**src/rtl/cpu_pkg.sv**
```systemverilog
// Shared definitions for the instruction issuer.
// Contents: opcode and ALU_op encodings, instruction-word field bit
// positions, the issue FSM state type, and small decode helpers
// (legal-opcode test, sign extension of immediates).
package cpu_pkg;

  localparam logic [2:0] OP_MOV = 3'b110;
  localparam logic [2:0] OP_ALU = 3'b101;

  localparam logic [1:0] ALU_ADD = 2'b00;
  localparam logic [1:0] ALU_CMP = 2'b01;
  localparam logic [1:0] ALU_AND = 2'b10;
  localparam logic [1:0] ALU_MVN = 2'b11;

  localparam int OPC_HI   = 15;
  localparam int OPC_LO   = 13;
  localparam int ALU_HI   = 12;
  localparam int ALU_LO   = 11;
  localparam int RN_HI    = 10;
  localparam int RN_LO    = 8;
  localparam int RD_HI    = 7;
  localparam int RD_LO    = 5;
  localparam int SH_HI    = 4;
  localparam int SH_LO    = 3;
  localparam int RM_HI    = 2;
  localparam int RM_LO    = 0;
  localparam int IMM8_HI  = 7;
  localparam int IMM5_HI  = 4;

  typedef enum logic [1:0] {
    S_IDLE  = 2'd0,
    S_START = 2'd1,
    S_BUSY  = 2'd2
  } issue_state_t;

  function automatic logic is_legal(input logic [2:0] op);
    return (op == OP_MOV) || (op == OP_ALU);
  endfunction

  function automatic logic signed [15:0] sext8(input logic [7:0] v);
    return {{8{v[7]}}, v};
  endfunction

  function automatic logic signed [15:0] sext5(input logic [4:0] v);
    return {{11{v[4]}}, v};
  endfunction

endpackage

```
**src/rtl/instr_fifo.sv**
```systemverilog
// Instruction FIFO: DEPTH entries of DATA_W bits, no bypass path.
// Ports:
//   clk, rst_n   clock, asynchronous active-low reset
//   push         write request (ignored while full)
//   pop          read request (caller only asserts when count > 0)
//   wr_data      word to write
//   rd_data      head-of-queue word (valid while count > 0)
//   count        occupied entries
//   full         count == DEPTH
module instr_fifo #(
  parameter int DEPTH  = 4,
  parameter int DATA_W = 16
) (
  input  logic                       clk,
  input  logic                       rst_n,
  input  logic                       push,
  input  logic                       pop,
  input  logic [DATA_W-1:0]          wr_data,
  output logic [DATA_W-1:0]          rd_data,
  output logic [$clog2(DEPTH+1)-1:0] count,
  output logic                       full
);

  localparam int PTR_W = $clog2(DEPTH);
  localparam int CNT_W = $clog2(DEPTH+1);

  logic [DATA_W-1:0] mem [DEPTH];
  logic [PTR_W-1:0]  wr_ptr;
  logic [PTR_W-1:0]  rd_ptr;
  logic              do_push;
  logic              do_pop;

  assign full    = (count == CNT_W'(DEPTH));
  assign do_push = push && !full;
  assign do_pop  = pop && (count != '0);
  assign rd_data = mem[rd_ptr];

  // Storage is data only; the pointers and count define what is valid.
  always_ff @(posedge clk) begin
    if (do_push) mem[wr_ptr] <= wr_data;
  end

  // Power-of-two DEPTH lets the pointers wrap naturally.
  always_ff @(posedge clk or negedge rst_n) begin
    if (!rst_n) begin
      wr_ptr <= '0;
      rd_ptr <= '0;
      count  <= '0;
    end else begin
      if (do_push) wr_ptr <= wr_ptr + PTR_W'(1);
      if (do_pop)  rd_ptr <= rd_ptr + PTR_W'(1);
      case ({do_push, do_pop})
        2'b10:   count <= count + CNT_W'(1);
        2'b01:   count <= count - CNT_W'(1);
        default: count <= count;
      endcase
    end
  end

endmodule

```
**src/rtl/instr_issuer.sv**
```systemverilog
// Instruction issuer: buffers 16-bit instructions, decodes the head word into
// the instruction register and pulses start to the controller, holding all
// decoded fields until the controller returns to its wait state.
// Optional feature macro: INSTR_ISSUER_RETIRE_CNT_EN adds a 16-bit retired
// instruction counter output.
// Ports:
//   clk, rst_n            clock, asynchronous active-low reset
//   in_valid, in_instr    instruction offer from the source
//   in_ready              FIFO has room
//   waiting               controller idle in its wait state
//   start                 one-cycle issue pulse
//   opcode..sximm5        decoded fields of the instruction register
//   busy                  an instruction is in flight
//   fifo_count            queued instructions
//   illegal               one-cycle pulse when a popped word was dropped
//   retired               (feature macro only) completed instruction count
module instr_issuer
  import cpu_pkg::*;
#(
  parameter int DEPTH = 4
) (
  input  logic                       clk,
  input  logic                       rst_n,
  input  logic                       in_valid,
  input  logic [15:0]                in_instr,
  output logic                       in_ready,
  input  logic                       waiting,
  output logic                       start,
  output logic [2:0]                 opcode,
  output logic [1:0]                 ALU_op,
  output logic [1:0]                 shift_op,
  output logic [2:0]                 rn,
  output logic [2:0]                 rd,
  output logic [2:0]                 rm,
  output logic [15:0]                sximm8,
  output logic [15:0]                sximm5,
  output logic                       busy,
  output logic [$clog2(DEPTH+1)-1:0] fifo_count,
  output logic                       illegal
`ifdef INSTR_ISSUER_RETIRE_CNT_EN
  ,
  output logic [15:0]                retired
`endif
);

  issue_state_t state, state_nx;
  logic [15:0]  ir;
  logic [15:0]  head;
  logic         full;
  logic         pop;
  logic         load;
  logic         ill_set;
  logic         retire;
  logic         busy_first;
  logic         head_legal;

  instr_fifo #(.DEPTH(DEPTH), .DATA_W(16)) u_fifo (
    .clk     (clk),
    .rst_n   (rst_n),
    .push    (in_valid),
    .pop     (pop),
    .wr_data (in_instr),
    .rd_data (head),
    .count   (fifo_count),
    .full    (full)
  );

  assign in_ready   = !full;
  assign head_legal = is_legal(head[OPC_HI:OPC_LO]);

  always_ff @(posedge clk or negedge rst_n) begin
    if (!rst_n) begin
      state      <= S_IDLE;
      busy_first <= 1'b0;
      illegal    <= 1'b0;
      ir         <= '0;
    end else begin
      state      <= state_nx;
      // The controller drops waiting during the first busy cycle, so that
      // cycle must not be mistaken for completion.
      busy_first <= (state == S_START);
      illegal    <= ill_set;
      if (load) ir <= head;
    end
  end

  always_comb begin
    state_nx = state;
    pop      = 1'b0;
    load     = 1'b0;
    ill_set  = 1'b0;
    retire   = 1'b0;
    case (state)
      S_IDLE: begin
        if (waiting && (fifo_count != '0)) begin
          pop = 1'b1;
          if (head_legal) begin
            load     = 1'b1;
            state_nx = S_START;
          end else begin
            ill_set = 1'b1;
          end
        end
      end
      S_START: state_nx = S_BUSY;
      S_BUSY: begin
        if (waiting && !busy_first) begin
          retire = 1'b1;
          if (fifo_count != '0) begin
            pop = 1'b1;
            if (head_legal) begin
              load     = 1'b1;
              state_nx = S_START;
            end else begin
              ill_set  = 1'b1;
              state_nx = S_IDLE;
            end
          end else begin
            state_nx = S_IDLE;
          end
        end
      end
      default: state_nx = S_IDLE;
    endcase
  end

  always_comb begin
    start    = (state == S_START);
    busy     = (state != S_IDLE);
    opcode   = ir[OPC_HI:OPC_LO];
    ALU_op   = ir[ALU_HI:ALU_LO];
    shift_op = ir[SH_HI:SH_LO];
    rn       = ir[RN_HI:RN_LO];
    rd       = ir[RD_HI:RD_LO];
    rm       = ir[RM_HI:RM_LO];
    sximm8   = sext8(ir[IMM8_HI:0]);
    sximm5   = sext5(ir[IMM5_HI:0]);
  end

`ifdef INSTR_ISSUER_RETIRE_CNT_EN
  always_ff @(posedge clk or negedge rst_n) begin
    if (!rst_n)      retired <= '0;
    else if (retire) retired <= retired + 16'd1;
  end
`else
  logic unused_retire;
  assign unused_retire = retire;
`endif

endmodule
```
**config.mk**
```make
export PLATFORM = sky130hd
export DESIGN_NAME = instr_issuer
export DESIGN_NICKNAME = d
export VERILOG_FILES = /design/src/rtl/cpu_pkg.sv /design/src/rtl/instr_fifo.sv /design/src/rtl/instr_issuer.sv
export SDC_FILE = /design/constraint.sdc
export NUM_CORES = 1
export LEC_CHECK = 0
export BUFFER_PORTS_ARGS = -buffer_cell sky130_fd_sc_hd__buf_2
export CAP_MARGIN = 20
export CORE_AREA = 2 2 91 93
export CTS_CLUSTER_SIZE = 12
export DETAILED_ROUTE_END_ITERATION = 10
export DIE_AREA = 0 0 93 95
export GPL_ROUTABILITY_DRIVEN = 0
export PLACE_DENSITY = 0.85
export SYNTH_ARGS = -nofsm -noshare
export SYNTH_HDL_FRONTEND = slang
export SYNTH_SLANG_ARGS = --single-unit
```
**constraint.sdc**
```tcl
create_clock -name clk -period 2.4 [get_ports clk]
set_input_delay 0.36 -clock clk [delete_from_list [all_inputs] [get_ports clk]]
set_output_delay 0.36 -clock clk [all_outputs]
set_load 0.1 [all_outputs]
```
==> summary.md, run 1 <==
| Metric | Value |
|---|---|
| Total Routing Usage GR | 15.46% |
| Number of synthesized register bits | 91 |
| Hold Slack | 0.01331 ns |
| Main flop type after synthesis | edfxtp_1 |
| Global-route wire length before repair | 9.839 mm |
| GRT overflow | 0 |
| Slew Limit Headroom | 57.75% |
| Yosys top cell area share | 50.93% |
| Final non-filler cell total | approximately 380 |
| Syn Area/Cell | 18.23 sq um |
| Most frequent cells in the layout | 74 x buf_2, 64 x edfxtp_1, 24 x dfrtp_1 |
| DRT Pass-1 Iters | 4 |
| Die area | 0.008835 sq mm |
| # setup viols final | 0 |
| CTS root buf | clkbuf_8 |
| ANT nets after route | 0 |
| Slew Limit Fails | 0 |
| Req. time, crit path | 2.64 ns |
| Worst setup SP type | register |
| Clk buf depth | 2 |
| Core Box Area | between 0.007 and 0.008 sq mm |
| Register area share after synthesis | 68.83% |
| Synthesized instance count | 207 |
| ANT cells | 0 |
| # DRC | 0 |
| EDFF count, synth | 64 |
| Vias in the first global route | 1866 |
| Sink Count | 91 |
| Routed Wire Length | around 6.3 mm |
| Most common cell after layout, fill and taps aside | buf_2 |
| Post-CTS sizing | 0 |
| Status | completed |
| Initial Utilization | 47.60% |
| Layout area overhead | 15.15% |
| Routed vias/inst | 4.892 |
| Post-CTS Repair Setup Buffers | 0 |
| Synth area leader | edfxtp_1 |
| CTS tree | yes |
| TritonCTS Buffers | 9 |
| DR iter-0 viols | about 110 |
| Site row count | 33 |
| RSZ-0062 raised after global routing | false |
| Setup TNS | 0 ns |
| CP Capture Type | register |
| Largest net degree at the start of global routing | 28 |
| FFs w/ async S/R, synth | 29.67% |
| Syn_nets | 233 |
| Layout cells sized above 1 | 52.38% |
| Post-synthesis cell type count | 32 |
| DR WL/cell | 16.68 um |
| Hold Buf Count CTS | 0 |
| Clock transition at path regs | 0.09 ns |
| Largest cells by area after synthesis | edfxtp_1 51%, dfrtp_1 18%, mux4_2 9.5% |
| Syn. warnings | 0 |
| Crit share post-route | roughly 91% |
| Worst Hold Class | in2async |
| PortBufs | 74 |
| CP max FO | 5 |
| Tightest Pin Transition | 0.6337 ns |
| Worst-skew pair later-pin latency | 0.35 ns |
| Die width | 93 um |
| Via count | 1849 |
| Initial antenna violation count | 0 |
| Max_cap viols | 0 |
| Clock period minus worst slack | 2.193 ns |
| Die Span Y | 95 um |
| Arr. time, crit path | 2.43 ns |
| Num ports | 75 |
| Detailed Place HPWL | 4.367 mm |
| Final Hold Fails | 0 |
| Critical path type | reg2reg |
| Nets | 294 |
| Worst Reg-to-Reg Cells | 6 |
| Clock skew | between 0.007 and 0.008 ns |
| Post-Place Cells | around 360 |
| Post-Syn Area | 0.003774 sq mm |
| H-tree Lvls | 3 |
| Max Fclk | 0.4560 GHz |
-- path summary, 6_finish.rpt --
kind | to | from | slack (ns)
min in group clk | u_fifo.mem[3][11]$_DFFE_PP_ | in_instr[11] | 0.22
hold / removal | u_fifo.count[0]$_DFFE_PN0P_ | rst_n | 0.01
setup reg to reg | ir[5]$_DFFE_PN0P_ | u_fifo.rd_ptr[0]$_DFFE_PN0P_ | 0.21
hold reg to reg | ir[15]$_DFFE_PN0P_ | ir[15]$_DFFE_PN0P_ | 0.47
setup / recovery | ir[5]$_DFFE_PN0P_ | u_fifo.rd_ptr[0]$_DFFE_PN0P_ | 0.21
max in group asynchronous | u_fifo.count[1]$_DFFE_PN0P_ | rst_n | 1.91
-- synthesized netlist by cell type, types with 2 or more instances --
library cell / number
nand2b_1: 2
buf_6: 2
mux2i_1: 2
xnor2_1: 4
ha_1: 5
dfrtp_1: 27
xor2_1: 3
nor2b_1: 3
or2_2: 2
inv_1: 10
mux2_4: 7
edfxtp_1: 64
mux2_2: 5
mux4_2: 16
nand2_1: 2
buf_1: 2
buf_4: 32
mux2_1: 2
and3_1: 4
-- critical path, stage by stage, from the launching register on --
cell	delay [ns]
dfrtp_1	0.44
mux4_2	0.58
xnor2_2	0.25
nor4_2	0.08
o21ai_4	0.18
buf_4	0.19
mux2_2	0.36
-- cells by family (layout without fill, tap and decap cells) --
| kind of cell | after synthesis | count (layout) | share of synthesized area, % |
|---|---|---|---|
| adders and majority gates | 6 | 6 | 2.188 |
| xor gates and xnor gates | 7 | 7 | 1.625 |
| DFF | 91 | 91 | 68.83 |
| AOI/OAI and AO/OA | 6 | 6 | 1.393 |
| muxes | 32 | 32 | 14.95 |
| buffers and inverters | 47 | 113 | 8.289 |
| and+or+nand+nor | 18 | 18 | 2.719 |
-- state kept, by name, indices dropped and copies added, names as in the netlist --
| signal | cells |
|---|---|
| state | 2 |
| u_fifo.wr_ptr | 2 |
| u_fifo.count | 3 |
| illegal | 1 |
| u_fifo.mem | 64 |
| busy_first | 1 |
| ir | 16 |
| u_fifo.rd_ptr | 2 |
-- per-stage QoR --
step	cell area (sq um)	utilization, %	worst slack (ns)
final	4345	54.81	0.2071
after global routing	4345	54.81	0.06951
after CTS	4327	54.58	0.1310
after detailed placement	4135	52.16	0.1434
after global placement	4135	52.16	0.1982
after floorplan	3811	-	-0.01092
-- metal layers --
metal | up-vias | wire length (um) | track usage [%]
met2 | 53 | 3347 | 26.21
li1 | 856 | - | -
met5 | - | 0 | 0
met3 | 10 | 326 | 3.352
met1 | 930 | 2515 | 19.03
met4 | 0 | 116 | 7.353
-- cell type report --
class	count	area, sq um
Fill cell	643	3582
Inverter	10	40.04
Sequential cell	91	2609
Tap cell	105	131.4
Clock inverter	6	63.81
Clock buffer	10	127.6
Multi-Input combinational cell	69	905.9
Timing Repair Buffer	87	467.9
Power of run 1 is not shown: default switching activity piles up to over one toggle a cycle in this logic, so the estimate is an artifact.
==> run 2: changes to the inputs <==
- HOLD_SLACK_MARGIN: not set -> 0.1
==> run 2 against run 1 <==
- wire length increased by 0.57%
- register-to-register slack about the same
- maximum frequency about the same
- critical path depth unchanged
- die area did not move
- cell area increased by 0.23%
- clock-buffer cell count unchanged
- critical endpoint unchanged
==> summary.md, run 2 (same netlist as run 1, synthesis figures left out) <==
| Metric | Value |
|---|---|
| # DRC | 0 (unchanged) |
| DRT Pass-1 Iters | 4 (unchanged) |
| Clock skew | 0.007356 ns (was 0.007251 ns) |
| GRT overflow | 0 (unchanged) |
| Max Fclk | 0.4560 GHz (about the same) |
| Final Hold Fails | 0 (unchanged) |
| Site row count | 33 (unchanged) |
| Critical path type | reg2reg (unchanged) |
| ANT cells | 0 (unchanged) |
| H-tree Lvls | 3 (unchanged) |
| Layout cells sized above 1 | 52.19% (was 52.38%) |
| DR iter-0 viols | 89 (was 108) |
| Final instance area | 0.004355 sq mm (was 0.004345 sq mm) |
| CP Capture Type | register (unchanged) |
| Worst r2r dst | ir[5]$_DFFE_PN0P_ (unchanged) |
| Area after DPL | 0.004135 sq mm (unchanged) |
| Num ports | 75 (unchanged) |
| Crit share post-route | 91.38% (was 91.37%) |
| Core Box Area | 0.007928 sq mm (unchanged) |
| Top sig layer | met4 (unchanged) |
| Sink Count | 91 (unchanged) |
| Most frequent cells in the layout | 74 x buf_2, 64 x edfxtp_1, 24 x dfrtp_1 (unchanged) |
| Die Span Y | 95 um (unchanged) |
| Worst-skew pair later-pin latency | 0.35 ns (about the same) |
| Slew Limit Headroom | 57.51% (was 57.75%) |
| Worst Hold Class | in2reg (was in2async) |
| Status | completed (unchanged) |
| Total Routing Usage GR | 15.54% (was 15.46%) |
| Slew Limit Fails | 0 (unchanged) |
| Routed vias/inst | 4.887 (was 4.892) |
| Top Registers | u_fifo.mem (64), ir (16), u_fifo.count (3) (unchanged) |
| Met2 WL post-DR | 3.361 mm (was 3.347 mm) |
| Hold Path Origin | in_instr[11] |
| Met3 wire length | 317 um (was 326 um) |
| Arr. time, crit path | 2.43 ns (about the same) |
| CTS root buf | clkbuf_8 (unchanged) |
| Die area | 0.008835 sq mm (unchanged) |
| Clock transition at path regs | 0.08 ns (was 0.09 ns) |
| Clk buf depth | 2 (unchanged) |
| ANT nets after route | 0 (unchanged) |
| CP max FO | 5 (unchanged) |
| Worst setup SP type | register (unchanged) |
| R2r setup slk | 0.21 ns (about the same) |
| Layout area overhead | 15.42% (was 15.15%) |
| Req. time, crit path | 2.64 ns (about the same) |
| Largest net degree at the start of global routing | 28 (unchanged) |
| CTS tree | yes (unchanged) |
| Reg-to-Reg Start | u_fifo.rd_ptr[0]$_DFFE_PN0P_ (unchanged) |
| Hold Crit Endpoint | u_fifo.mem[3][11]$_DFFE_PP_ |
| Detailed Place HPWL | 4.367 mm (unchanged) |
| TritonCTS Buffers | 9 (unchanged) |
| Largest register FFs | 64 (unchanged) |
| M1 WL | 2.545 mm (was 2.515 mm) |
| PortBufs | 74 (unchanged) |
| Clock period minus worst slack | 2.193 ns (about the same) |
| Post-Place Cells | 362 (unchanged) |
| Final non-filler cell total | 379 (was 378) |
| Tightest Pin Transition | 0.6374 ns (was 0.6337 ns) |
| Initial Utilization | 47.60% (unchanged) |
| Global-route wire length before repair | 9.887 mm (was 9.839 mm) |
| WHS Path Cells | 1 |
| Worst Reg-to-Reg Cells | 6 (unchanged) |
| Die width | 93 um (unchanged) |
| Vias in the first global route | 1872 (was 1866) |
| DR WL/cell | 16.73 um (was 16.68 um) |
| Nets | 295 (was 294) |
| Most common cell after layout, fill and taps aside | buf_2 (unchanged) |
| Initial antenna violation count | 0 (unchanged) |
| Max_cap viols | 0 (unchanged) |
| Via count | 1852 (was 1849) |
| Routed Wire Length | 6.341 mm (was 6.305 mm) |
| RSZ-0062 raised after global routing | false (unchanged) |
| Most flop-heavy register | u_fifo.mem (unchanged) |
| Post-CTS Repair Setup Buffers | 0 (unchanged) |
| # setup viols final | 0 (unchanged) |
## run 2: worst max-delay path by stage
stage / from / to / cells past startpoint
after floorplan: u_fifo.count[1]$_DFFE_PN0P_ / u_fifo.count[2]$_DFFE_PN0P_ / 10
after global placement: u_fifo.rd_ptr[0]$_DFFE_PN0P_ / ir[0]$_DFFE_PN0P_ / 6
after detailed placement: u_fifo.rd_ptr[0]$_DFFE_PN0P_ / ir[6]$_DFFE_PN0P_ / 6
after CTS: u_fifo.rd_ptr[0]$_DFFE_PN0P_ / ir[6]$_DFFE_PN0P_ / 6
after global routing: u_fifo.count[0]$_DFFE_PN0P_ / u_fifo.count[2]$_DFFE_PN0P_ / 8
final: u_fifo.rd_ptr[0]$_DFFE_PN0P_ / ir[5]$_DFFE_PN0P_ / 6
## run 2: final cells by class
class                   count  area [sq um]
multi-input cells          69         905.9
flip-flops and latches     91          2609
inverters                  10         40.04
repair buffers             88         478.0
fillers                   642          3572
clock inverters             6         63.81
well taps                 105         131.4
clock buffers              10         127.6
## run 2: critical path: stages (launching register included)
cell	delay (ns)
dfrtp_1	0.44
mux4_2	0.58
xnor2_2	0.25
nor4_2	0.08
o21ai_4	0.18
buf_4	0.19
mux2_2	0.36
## run 2: per-stage QoR
| stage | TNS [ns] | util, % | hold slack, ns | worst slack (ns) |
|---|---|---|---|---|
| CTS | 0 | 54.70 | 0.1989 | 0.1310 |
| global placement | 0 | 52.16 | 0.4067 | 0.1982 |
| finish | 0 | 54.94 | 0.2156 | 0.2068 |
| detailed placement | 0 | 52.16 | 0.4213 | 0.1434 |
| global route | 0 | 54.94 | 0.2056 | 0.06951 |
| floorplan | -0.01092 | - | 0.06441 | -0.01092 |
## run 2: timing repair
action | in CTS | in global routing
resized for setup | 0 | 3
hold buffers | 1 | 0
setup endpoints to repair | 0 | 10
endpoints found under the hold margin | 27 | 0
## run 2: metal layers
layer | vias up | GRT usage [%]
li1 | 858 | -
met1 | 932 | 19.09
met2 | 52 | 26.45
met3 | 10 | 3.352
met4 | 0 | 7.353
met5 | - | 0
Power of run 2 is left out for the same reason.
